**config.mk**
```make
export PLATFORM = sky130hd
export DESIGN_NAME = dram_bank_timing_ctrl_flat
export DESIGN_NICKNAME = d
export VERILOG_FILES = /design/src/rtl/dram_bank_timing_ctrl_if.sv /design/src/rtl/dram_bank_timing_ctrl.sv /design/src/flat_wrapper.sv
export SDC_FILE = /design/constraint.sdc
export NUM_CORES = 2
export LEC_CHECK = 0
export BUFFER_PORTS_ARGS = -buffer_cell sky130_fd_sc_hd__buf_2
export CORE_ASPECT_RATIO = 1.25
export CORE_UTILIZATION = 34
export DETAILED_ROUTE_END_ITERATION = 10
export SLEW_MARGIN = 25
export SYNTH_ARGS = -nofsm -noshare
export SYNTH_HDL_FRONTEND = slang
export SYNTH_SLANG_ARGS = --single-unit
```
**constraint.sdc**
```tcl
create_clock -name CLK -period 2.7 [get_ports CLK]
set_clock_uncertainty 0.05 [all_clocks]
set_input_delay 0.405 -clock CLK [delete_from_list [all_inputs] [get_ports CLK]]
set_output_delay 0.405 -clock CLK [all_outputs]
set_load 0.01 [all_outputs]
```
**src/rtl/dram_bank_timing_ctrl_if.sv**
```systemverilog
// Request/issue/status bundle between the DRAM scheduler, the bank timing gate and the encoder.
interface dram_bank_timing_ctrl_if #(
    parameter int unsigned NUM_BANKS = 16,
    parameter int unsigned ROW_BITS  = 15
) ();
    localparam int unsigned BANK_W = (NUM_BANKS > 1) ? $clog2(NUM_BANKS) : 1;

    // Scheduler request channel
    logic                 req_valid;
    logic [1:0]           req_cmd;
    logic [BANK_W-1:0]    req_bank;
    logic [ROW_BITS-1:0]  req_row;
    logic                 req_ready;

    // Registered command strobe towards the encoder/PHY
    logic                 issue_valid;
    logic [2:0]           issue_cmd;
    logic [BANK_W-1:0]    issue_bank;
    logic [ROW_BITS-1:0]  issue_row;

    // Status
    logic [NUM_BANKS-1:0] bank_open;
    logic                 ref_pending;
    logic                 ref_busy;
    logic                 err_illegal;

    modport master (
        output req_valid, req_cmd, req_bank, req_row,
        input  req_ready, issue_valid, issue_cmd, issue_bank, issue_row,
        input  bank_open, ref_pending, ref_busy, err_illegal
    );

    modport slave (
        input  req_valid, req_cmd, req_bank, req_row,
        output req_ready, issue_valid, issue_cmd, issue_bank, issue_row,
        output bank_open, ref_pending, ref_busy, err_illegal
    );
endinterface

```
**src/rtl/dram_bank_timing_ctrl.sv**
```systemverilog
// Multi-bank DRAM command timing gate: per-bank open state and timing counters,
// plus the periodic refresh schedule. Commands are issued one cycle after handshake.
module dram_bank_timing_ctrl #(
    parameter int unsigned NUM_BANKS = 16,
    parameter int unsigned ROW_BITS  = 15,
    parameter int unsigned CNT_W     = 10,
    parameter int unsigned T_RCD     = 10,
    parameter int unsigned T_RAS     = 10,
    parameter int unsigned T_RP      = 10,
    parameter int unsigned T_RC      = 20,
    parameter int unsigned T_RTP     = 4,
    parameter int unsigned T_WREC    = 26,
    parameter int unsigned T_REFI    = 250,
    parameter int unsigned T_RFC     = 172
) (
    input logic                    CLK,
    input logic                    nRST,
    dram_bank_timing_ctrl_if.slave bus
);
    localparam int unsigned BANK_W = (NUM_BANKS > 1) ? $clog2(NUM_BANKS) : 1;

    localparam logic [1:0] CmdAct = 2'd0;
    localparam logic [1:0] CmdRd  = 2'd1;
    localparam logic [1:0] CmdWr  = 2'd2;
    localparam logic [2:0] IssRef = 3'd4;

    localparam logic [1:0] StIdle       = 2'd0;
    localparam logic [1:0] StPending    = 2'd1;
    localparam logic [1:0] StRefreshing = 2'd2;

    localparam logic [CNT_W-1:0] CntMax  = '1;
    localparam logic [CNT_W-1:0] CntOne  = CNT_W'(1);
    localparam logic [CNT_W-1:0] TRcd    = CNT_W'(T_RCD);
    localparam logic [CNT_W-1:0] TRas    = CNT_W'(T_RAS);
    localparam logic [CNT_W-1:0] TRp     = CNT_W'(T_RP);
    localparam logic [CNT_W-1:0] TRc     = CNT_W'(T_RC);
    localparam logic [CNT_W-1:0] TRtp    = CNT_W'(T_RTP);
    localparam logic [CNT_W-1:0] TWrec   = CNT_W'(T_WREC);
    localparam logic [CNT_W-1:0] TRefiM1 = CNT_W'(T_REFI - 1);
    localparam logic [CNT_W-1:0] TRfcM1  = CNT_W'(T_RFC - 1);

    // Per-bank state
    logic [NUM_BANKS-1:0] bank_open_q, bank_open_d;
    logic [CNT_W-1:0]     cnt_act_q [NUM_BANKS];
    logic [CNT_W-1:0]     cnt_act_d [NUM_BANKS];
    logic [CNT_W-1:0]     cnt_pre_q [NUM_BANKS];
    logic [CNT_W-1:0]     cnt_pre_d [NUM_BANKS];
    logic [CNT_W-1:0]     cnt_rd_q  [NUM_BANKS];
    logic [CNT_W-1:0]     cnt_rd_d  [NUM_BANKS];
    logic [CNT_W-1:0]     cnt_wr_q  [NUM_BANKS];
    logic [CNT_W-1:0]     cnt_wr_d  [NUM_BANKS];

    // Refresh schedule
    logic [1:0]           state_q, state_d;
    logic [CNT_W-1:0]     refi_q, refi_d;
    logic [CNT_W-1:0]     rfc_q, rfc_d;

    // Issue register
    logic                 issue_valid_q, issue_valid_d;
    logic [2:0]           issue_cmd_q, issue_cmd_d;
    logic [BANK_W-1:0]    issue_bank_q, issue_bank_d;
    logic [ROW_BITS-1:0]  issue_row_q, issue_row_d;
    logic                 err_illegal_q, err_illegal_d;

    // Request decode
    logic [BANK_W-1:0]    bank;
    logic                 legal;
    logic                 timing_ok;
    logic                 all_idle;
    logic                 ref_go;
    logic                 stall;
    logic                 accept;

    function automatic logic [CNT_W-1:0] sat_inc(input logic [CNT_W-1:0] v);
        return (v == CntMax) ? v : v + 1'b1;
    endfunction

    // Legality and timing check of the presented request against pre-edge counters
    always_comb begin
        bank      = bus.req_bank;
        legal     = 1'b0;
        timing_ok = 1'b0;
        case (bus.req_cmd)
            CmdAct: begin
                legal     = !bank_open_q[bank];
                timing_ok = (cnt_pre_q[bank] >= TRp) && (cnt_act_q[bank] >= TRc);
            end
            CmdRd, CmdWr: begin
                legal     = bank_open_q[bank];
                timing_ok = cnt_act_q[bank] >= TRcd;
            end
            default: begin
                legal     = bank_open_q[bank];
                timing_ok = (cnt_act_q[bank] >= TRas) && (cnt_rd_q[bank] >= TRtp) &&
                            (cnt_wr_q[bank] >= TWrec);
            end
        endcase
    end

    // Refresh may start once every bank is closed and past its precharge time
    always_comb begin
        all_idle = 1'b1;
        for (int i = 0; i < NUM_BANKS; i++) begin
            if (bank_open_q[i] || (cnt_pre_q[i] < TRp)) begin
                all_idle = 1'b0;
            end
        end
        ref_go = (state_q == StPending) && all_idle;
        // REF owns the slot; a pending refresh blocks new activations
        stall  = (state_q == StRefreshing) || ref_go ||
                 ((state_q == StPending) && (bus.req_cmd == CmdAct));
        // Illegal requests are consumed without waiting on timing
        accept = bus.req_valid && !stall && (!legal || timing_ok);
    end

    // Bank state, timing counters and issue register next-state
    always_comb begin
        bank_open_d   = bank_open_q;
        issue_valid_d = 1'b0;
        issue_cmd_d   = 3'd0;
        issue_bank_d  = '0;
        issue_row_d   = '0;
        err_illegal_d = 1'b0;
        for (int i = 0; i < NUM_BANKS; i++) begin
            cnt_act_d[i] = sat_inc(cnt_act_q[i]);
            cnt_pre_d[i] = sat_inc(cnt_pre_q[i]);
            cnt_rd_d[i]  = sat_inc(cnt_rd_q[i]);
            cnt_wr_d[i]  = sat_inc(cnt_wr_q[i]);
        end
        if (ref_go) begin
            issue_valid_d = 1'b1;
            issue_cmd_d   = IssRef;
        end else if (accept) begin
            if (legal) begin
                issue_valid_d = 1'b1;
                issue_cmd_d   = {1'b0, bus.req_cmd};
                issue_bank_d  = bank;
                case (bus.req_cmd)
                    CmdAct: begin
                        bank_open_d[bank] = 1'b1;
                        issue_row_d       = bus.req_row;
                        cnt_act_d[bank]   = CntOne;
                    end
                    CmdRd:   cnt_rd_d[bank] = CntOne;
                    CmdWr:   cnt_wr_d[bank] = CntOne;
                    default: begin
                        bank_open_d[bank] = 1'b0;
                        cnt_pre_d[bank]   = CntOne;
                    end
                endcase
            end else begin
                err_illegal_d = 1'b1;
            end
        end
    end

    // Refresh FSM: count tREFI, wait for banks to quiesce, then hold off for tRFC
    always_comb begin
        state_d = state_q;
        refi_d  = refi_q;
        rfc_d   = rfc_q;
        case (state_q)
            StIdle: begin
                refi_d = refi_q + 1'b1;
                if (refi_d >= TRefiM1) begin
                    state_d = StPending;
                end
            end
            StPending: begin
                if (ref_go) begin
                    state_d = StRefreshing;
                    refi_d  = '0;
                    rfc_d   = TRfcM1;
                end
            end
            StRefreshing: begin
                refi_d = refi_q + 1'b1;
                if (rfc_q == '0) begin
                    state_d = StIdle;
                end else begin
                    rfc_d = rfc_q - 1'b1;
                end
            end
            default: state_d = StIdle;
        endcase
    end

    // State registers; counters reset saturated so the first command to a bank is unconstrained
    always_ff @(posedge CLK or negedge nRST) begin
        if (!nRST) begin
            bank_open_q   <= '0;
            for (int i = 0; i < NUM_BANKS; i++) begin
                cnt_act_q[i] <= CntMax;
                cnt_pre_q[i] <= CntMax;
                cnt_rd_q[i]  <= CntMax;
                cnt_wr_q[i]  <= CntMax;
            end
            state_q       <= StIdle;
            refi_q        <= '0;
            rfc_q         <= '0;
            issue_valid_q <= 1'b0;
            issue_cmd_q   <= 3'd0;
            issue_bank_q  <= '0;
            issue_row_q   <= '0;
            err_illegal_q <= 1'b0;
        end else begin
            bank_open_q   <= bank_open_d;
            for (int i = 0; i < NUM_BANKS; i++) begin
                cnt_act_q[i] <= cnt_act_d[i];
                cnt_pre_q[i] <= cnt_pre_d[i];
                cnt_rd_q[i]  <= cnt_rd_d[i];
                cnt_wr_q[i]  <= cnt_wr_d[i];
            end
            state_q       <= state_d;
            refi_q        <= refi_d;
            rfc_q         <= rfc_d;
            issue_valid_q <= issue_valid_d;
            issue_cmd_q   <= issue_cmd_d;
            issue_bank_q  <= issue_bank_d;
            issue_row_q   <= issue_row_d;
            err_illegal_q <= err_illegal_d;
        end
    end

    assign bus.req_ready   = accept;
    assign bus.issue_valid = issue_valid_q;
    assign bus.issue_cmd   = issue_cmd_q;
    assign bus.issue_bank  = issue_bank_q;
    assign bus.issue_row   = issue_row_q;
    assign bus.bank_open   = bank_open_q;
    assign bus.ref_pending = (state_q == StPending);
    assign bus.ref_busy    = (state_q == StRefreshing);
    assign bus.err_illegal = err_illegal_q;
endmodule

```
**src/flat_wrapper.sv**
```systemverilog
// flat-port wrapper written by rule: the top's interface ports become plain ports
module dram_bank_timing_ctrl_flat 
#(
    parameter int unsigned NUM_BANKS = 16,
    parameter int unsigned ROW_BITS  = 15,
    parameter int unsigned CNT_W     = 10,
    parameter int unsigned T_RCD     = 10,
    parameter int unsigned T_RAS     = 10,
    parameter int unsigned T_RP      = 10,
    parameter int unsigned T_RC      = 20,
    parameter int unsigned T_RTP     = 4,
    parameter int unsigned T_WREC    = 26,
    parameter int unsigned T_REFI    = 250,
    parameter int unsigned T_RFC     = 172
)
  (CLK, nRST, bus_req_valid, bus_req_cmd, bus_req_bank, bus_req_row, bus_req_ready, bus_issue_valid, bus_issue_cmd, bus_issue_bank, bus_issue_row, bus_bank_open, bus_ref_pending, bus_ref_busy, bus_err_illegal);
  dram_bank_timing_ctrl_if #(.NUM_BANKS(NUM_BANKS), .ROW_BITS(ROW_BITS)) bus_i ();
  input logic CLK;
  input logic nRST;
  input wire logic [$bits(bus_i.req_valid)-1:0] bus_req_valid;
  input wire logic [$bits(bus_i.req_cmd)-1:0] bus_req_cmd;
  input wire logic [$bits(bus_i.req_bank)-1:0] bus_req_bank;
  input wire logic [$bits(bus_i.req_row)-1:0] bus_req_row;
  output wire logic [$bits(bus_i.req_ready)-1:0] bus_req_ready;
  output wire logic [$bits(bus_i.issue_valid)-1:0] bus_issue_valid;
  output wire logic [$bits(bus_i.issue_cmd)-1:0] bus_issue_cmd;
  output wire logic [$bits(bus_i.issue_bank)-1:0] bus_issue_bank;
  output wire logic [$bits(bus_i.issue_row)-1:0] bus_issue_row;
  output wire logic [$bits(bus_i.bank_open)-1:0] bus_bank_open;
  output wire logic [$bits(bus_i.ref_pending)-1:0] bus_ref_pending;
  output wire logic [$bits(bus_i.ref_busy)-1:0] bus_ref_busy;
  output wire logic [$bits(bus_i.err_illegal)-1:0] bus_err_illegal;
  assign bus_i.req_valid = bus_req_valid;
  assign bus_i.req_cmd = bus_req_cmd;
  assign bus_i.req_bank = bus_req_bank;
  assign bus_i.req_row = bus_req_row;
  assign bus_req_ready = bus_i.req_ready;
  assign bus_issue_valid = bus_i.issue_valid;
  assign bus_issue_cmd = bus_i.issue_cmd;
  assign bus_issue_bank = bus_i.issue_bank;
  assign bus_issue_row = bus_i.issue_row;
  assign bus_bank_open = bus_i.bank_open;
  assign bus_ref_pending = bus_i.ref_pending;
  assign bus_ref_busy = bus_i.ref_busy;
  assign bus_err_illegal = bus_i.err_illegal;
  dram_bank_timing_ctrl #(.NUM_BANKS(NUM_BANKS), .ROW_BITS(ROW_BITS), .CNT_W(CNT_W), .T_RCD(T_RCD), .T_RAS(T_RAS), .T_RP(T_RP), .T_RC(T_RC), .T_RTP(T_RTP), .T_WREC(T_WREC), .T_REFI(T_REFI), .T_RFC(T_RFC)) u_core (.CLK(CLK), .nRST(nRST), .bus(bus_i));
endmodule
```
==> flow_summary.rst <==
.. list-table::
   :header-rows: 1

   * - Metric
     - Value
   * - Outcome
     - finished with violations
   * - Failing checks
     - setup timing
   * - Most common flop cell mapped by yosys
     - dfstp_2
   * - CTS tree
     - yes
   * - Starting density of the core
     - roughly 34%
   * - # H-tree levels
     - 3
   * - Final standard cell count with taps included and fillers excluded
     - around 6300
   * - Pwr per Cell Area
     - 1110 nW/um^2
   * - Overflow after GRT
     - 0
   * - Io pins
     - 67
   * - Half-perimeter wire length after detailed placement
     - slightly below 80000 um
   * - Critical R2R Launch
     - u_core.cnt_wr_q[109]
   * - Count of maximum capacitance violations
     - 0
   * - Top cells by area, synth
     - dfstp_2, xor2_1, a21oi_1
   * - Worst-path fanout max
     - 2
   * - Final critical delay including setup and external delays
     - 3.73 ns
   * - Fraction of the cycle the final worst path needs
     - 138%
   * - Quantity of I/O buffers inserted on ports
     - between 60 and 70
   * - Largest net degree at the start of global routing
     - 83
   * - Gate count after technology mapping
     - 4026
   * - Horizontal die dimension
     - between 300 and 400 um
   * - Number of flip-flops and latches in the synthesized netlist
     - 702
   * - GP Congestion
     - 0.867
   * - Post-synth ARST share
     - 100%
   * - DP Cell Count
     - between 6000 and 7000
   * - Fmax
     - 268 MHz
   * - Post-synth EDFFs
     - 0
   * - Critical path type
     - flop to output pin
   * - Final-layout fill cell count
     - roughly 11000
   * - Antenna diode count
     - 0
   * - Number of clock buffers inserted by TritonCTS
     - between 70 and 80
   * - Area of the die
     - 117000 sq um
   * - Class of the tightest hold or removal check
     - primary input to async pin
   * - Arrival @ worst endpoint
     - approximately 3.3 ns
   * - Row Count
     - 138
   * - Setup slack of the most critical reg-to-reg path
     - -0.98 ns
   * - Syn. warnings
     - 0
   * - Total of endpoints with negative setup slack in the final report
     - 684
   * - Number of global-route vias before repair
     - 34061
   * - Via/cell ratio
     - 5.42
   * - Syn nets
     - between 4000 and 5000
   * - Initial DRT Pass Iterations
     - 6
   * - Worst-case reg-to-reg path depth
     - 17
   * - First-pass GRT wire length
     - 180000 um
   * - Layout-stage area growth over the synthesis result
     - 32.4%
   * - Bufs on Longest Clock Path
     - 3
   * - Area of the core
     - about 110000 sq um
   * - Clock transition time at the flip-flop clock pins of the worst setup and hold paths
     - 0.06 ns
   * - Proportion of layout cells with a drive suffix above 1
     - 42.3%
   * - Antenna violations before repair
     - 1
   * - Synth Cell Area
     - around 39000 sq um
   * - RSZ-0062 raised after global routing
     - yes
   * - Dominant cell type by area after synthesis
     - dfstp_2
   * - Crit path required time
     - 2.25 ns
   * - Crit path launch type
     - flop
   * - DRC violation count after routing
     - 0
   * - Layout net count
     - 4916
   * - Syn Area/Cell
     - 9.72 sq um
   * - Slew margin rel.
     - between 50 and 60%
   * - Sort of element at the end of the critical path
     - output pin
   * - Total Negative Setup Slacks
     - -556.56 ns
   * - Number of clock sinks
     - 702
   * - Clock network latency to the later pin of the worst-skew pair
     - 0.67 ns
   * - Leak Pwr
     - 0.0213 uW
   * - Worst Max-Slew Pin Slew
     - 0.678 ns
   * - Total length of routed wires
     - 113000 um
   * - Final Max Slew Viols
     - 0
   * - Largest vdd supply drop
     - 502 uV
   * - Worst Slack Setup Final
     - -1.03 ns
   * - Part of the Yosys area used for sequential elements
     - a little under half
   * - Iteration-0 DRC count of the detailed router
     - 2176
   * - Count of vias placed by the detailed router
     - ~34000
   * - Number of distinct library cells after synthesis
     - 78
   * - FF-to-FF End
     - u_core.cnt_wr_q[130]
   * - Area fraction of the dominant cell type after synthesis
     - between 40% and 50%
   * - All-Layer GR Usage
     - 18.8%
   * - Antenna violation net count after detailed routing
     - 0
   * - Chip Height
     - 381 um
   * - CTS root buffer
     - clkbuf_16
   * - Post-DR wirelength/cell
     - ~18 um
   * - Hold violation count in the final report
     - 0
-- worst max-delay path: stages (launching register included) --
cell      delay [ns]
dfstp_2         0.37
nor4b_1         0.57
a221oi_4        0.16
a311oi_1        0.47
nor3_1          0.14
and3_2          0.24
o22ai_4         0.15
o221a_4         0.29
a21oi_4         0.09
buf_6           0.12
-- registers in the layout (all words and copies together) (netlist names), named ones only --
name	count
u_core.bus.err_illegal	1
u_core.bus.issue_bank	4
u_core.bus.issue_cmd	3
u_core.bus.issue_row	15
u_core.bus.issue_valid	1
u_core.cnt_act_q	160
u_core.cnt_pre_q	160
u_core.cnt_rd_q	160
u_core.cnt_wr_q	160
u_core.refi_q	10
u_core.rfc_q	10
u_core.state_q	2
-- cells in the mapped netlist (82+ instances only) --
| cell type | number |
|---|---|
| nand4_1 | 107 |
| clkbuf_1 | 138 |
| nor2_1 | 232 |
| a21oi_1 | 386 |
| dfstp_2 | 640 |
| nand2_1 | 296 |
| and3_1 | 227 |
| xor2_1 | 252 |
| mux2i_1 | 82 |
| a31oi_1 | 206 |
| nand3_1 | 327 |
| o21ai_0 | 185 |
-- where the power goes --
| group | internal [uW] | switching [uW] | leakage, uW | total (uW) |
|---|---|---|---|---|
| logic | 12600 | 12000 | 0.0125 | 24700 |
| clock network | 5940 | 4470 | 0.00119 | 10400 |
| registers | 18700 | 3530 | 0.00757 | 22300 |
-- how the worst max path moves through the flow --
stage                                from            end
CTS                 u_core.cnt_act_q[157]  bus_req_ready
global placement          bus_req_bank[0]  bus_req_ready
floorplan                 bus_req_bank[0]           flop
finish               u_core.cnt_wr_q[109]  bus_req_ready
detailed placement        bus_req_bank[0]  bus_req_ready
global route         u_core.cnt_rd_q[159]  bus_req_ready
-- placed cells by master (no fill, tap or decap), drive strengths merged, types with 120 or more instances in the layout --
master,netlist,routed
xor2,252,252
a31oi,206,206
and3,227,229
nand3,327,327
o21ai,187,187
nor2,233,233
nand2,296,296
dfstp,640,640
clkbuf,138,120
a21oi,386,386
buf,105,925
-- logic make-up after synthesis --
group / count (synthesis) / synth area share [%]
xor+xnor: 321 / 7.18
flops: 702 / 46.9
compound gates: 1071 / 17.1
buf+inv: 274 / 3.34
simple gates: 1468 / 19.2
fa+ha+maj: 74 / 2.36
mux: 116 / 3.91
-- through the flow --
step / instance area (sq um) / power [uW] / hold slack (ns) / setup WS, ns / util, %
2_1_floorplan: 39700 / 35800 / 0.0594 / -0.219 / -
3_3_place_gp: 47600 / 45100 / 0.347 / -1.12 / 41.9
3_5_place_dp: 47600 / 45700 / 0.350 / -1.12 / 41.9
4_1_cts: 50600 / 56800 / 0.222 / -1.07 / 44.6
5_1_grt: 51800 / 61400 / 0.264 / -1.05 / 45.6
6_report: 51800 / 57300 / 0.236 / -1.03 / 45.6
-- timing repair --
item	CTS	global route
endpoints found under the hold margin	31	0
pin swaps	14	28
resized for setup	75	119
endpoints found under the setup margin	684	698
gates cloned	3	18
hold buffers	16	0
setup buffers	4	24
-- per-layer routing --
layer	part of all wire (%)	global-route usage, %	wire length [um]	vias up
li1	-	-	-	16589
met1	44	23.8	49400	17046
met2	50	32.7	56300	601
met3	3.3	1.97	3710	166
met4	3.5	7.29	3950	0
met5	0	0	0	-
-- cell type report --
cell class / count / area, sq um / area share [%]
multi-input combinational: 3052 / 20800 / 40.2
sequential: 702 / 18400 / 35.4
clock inverter: 28 / 295 / 0.570
clock buffer: 104 / 2140 / 4.13
timing repair buffer: 957 / 8220 / 15.9
inverter: 31 / 116 / 0.225
tap: 1470 / 1840 / 3.55
No activity file was read; power rests on OpenSTA's default activity.
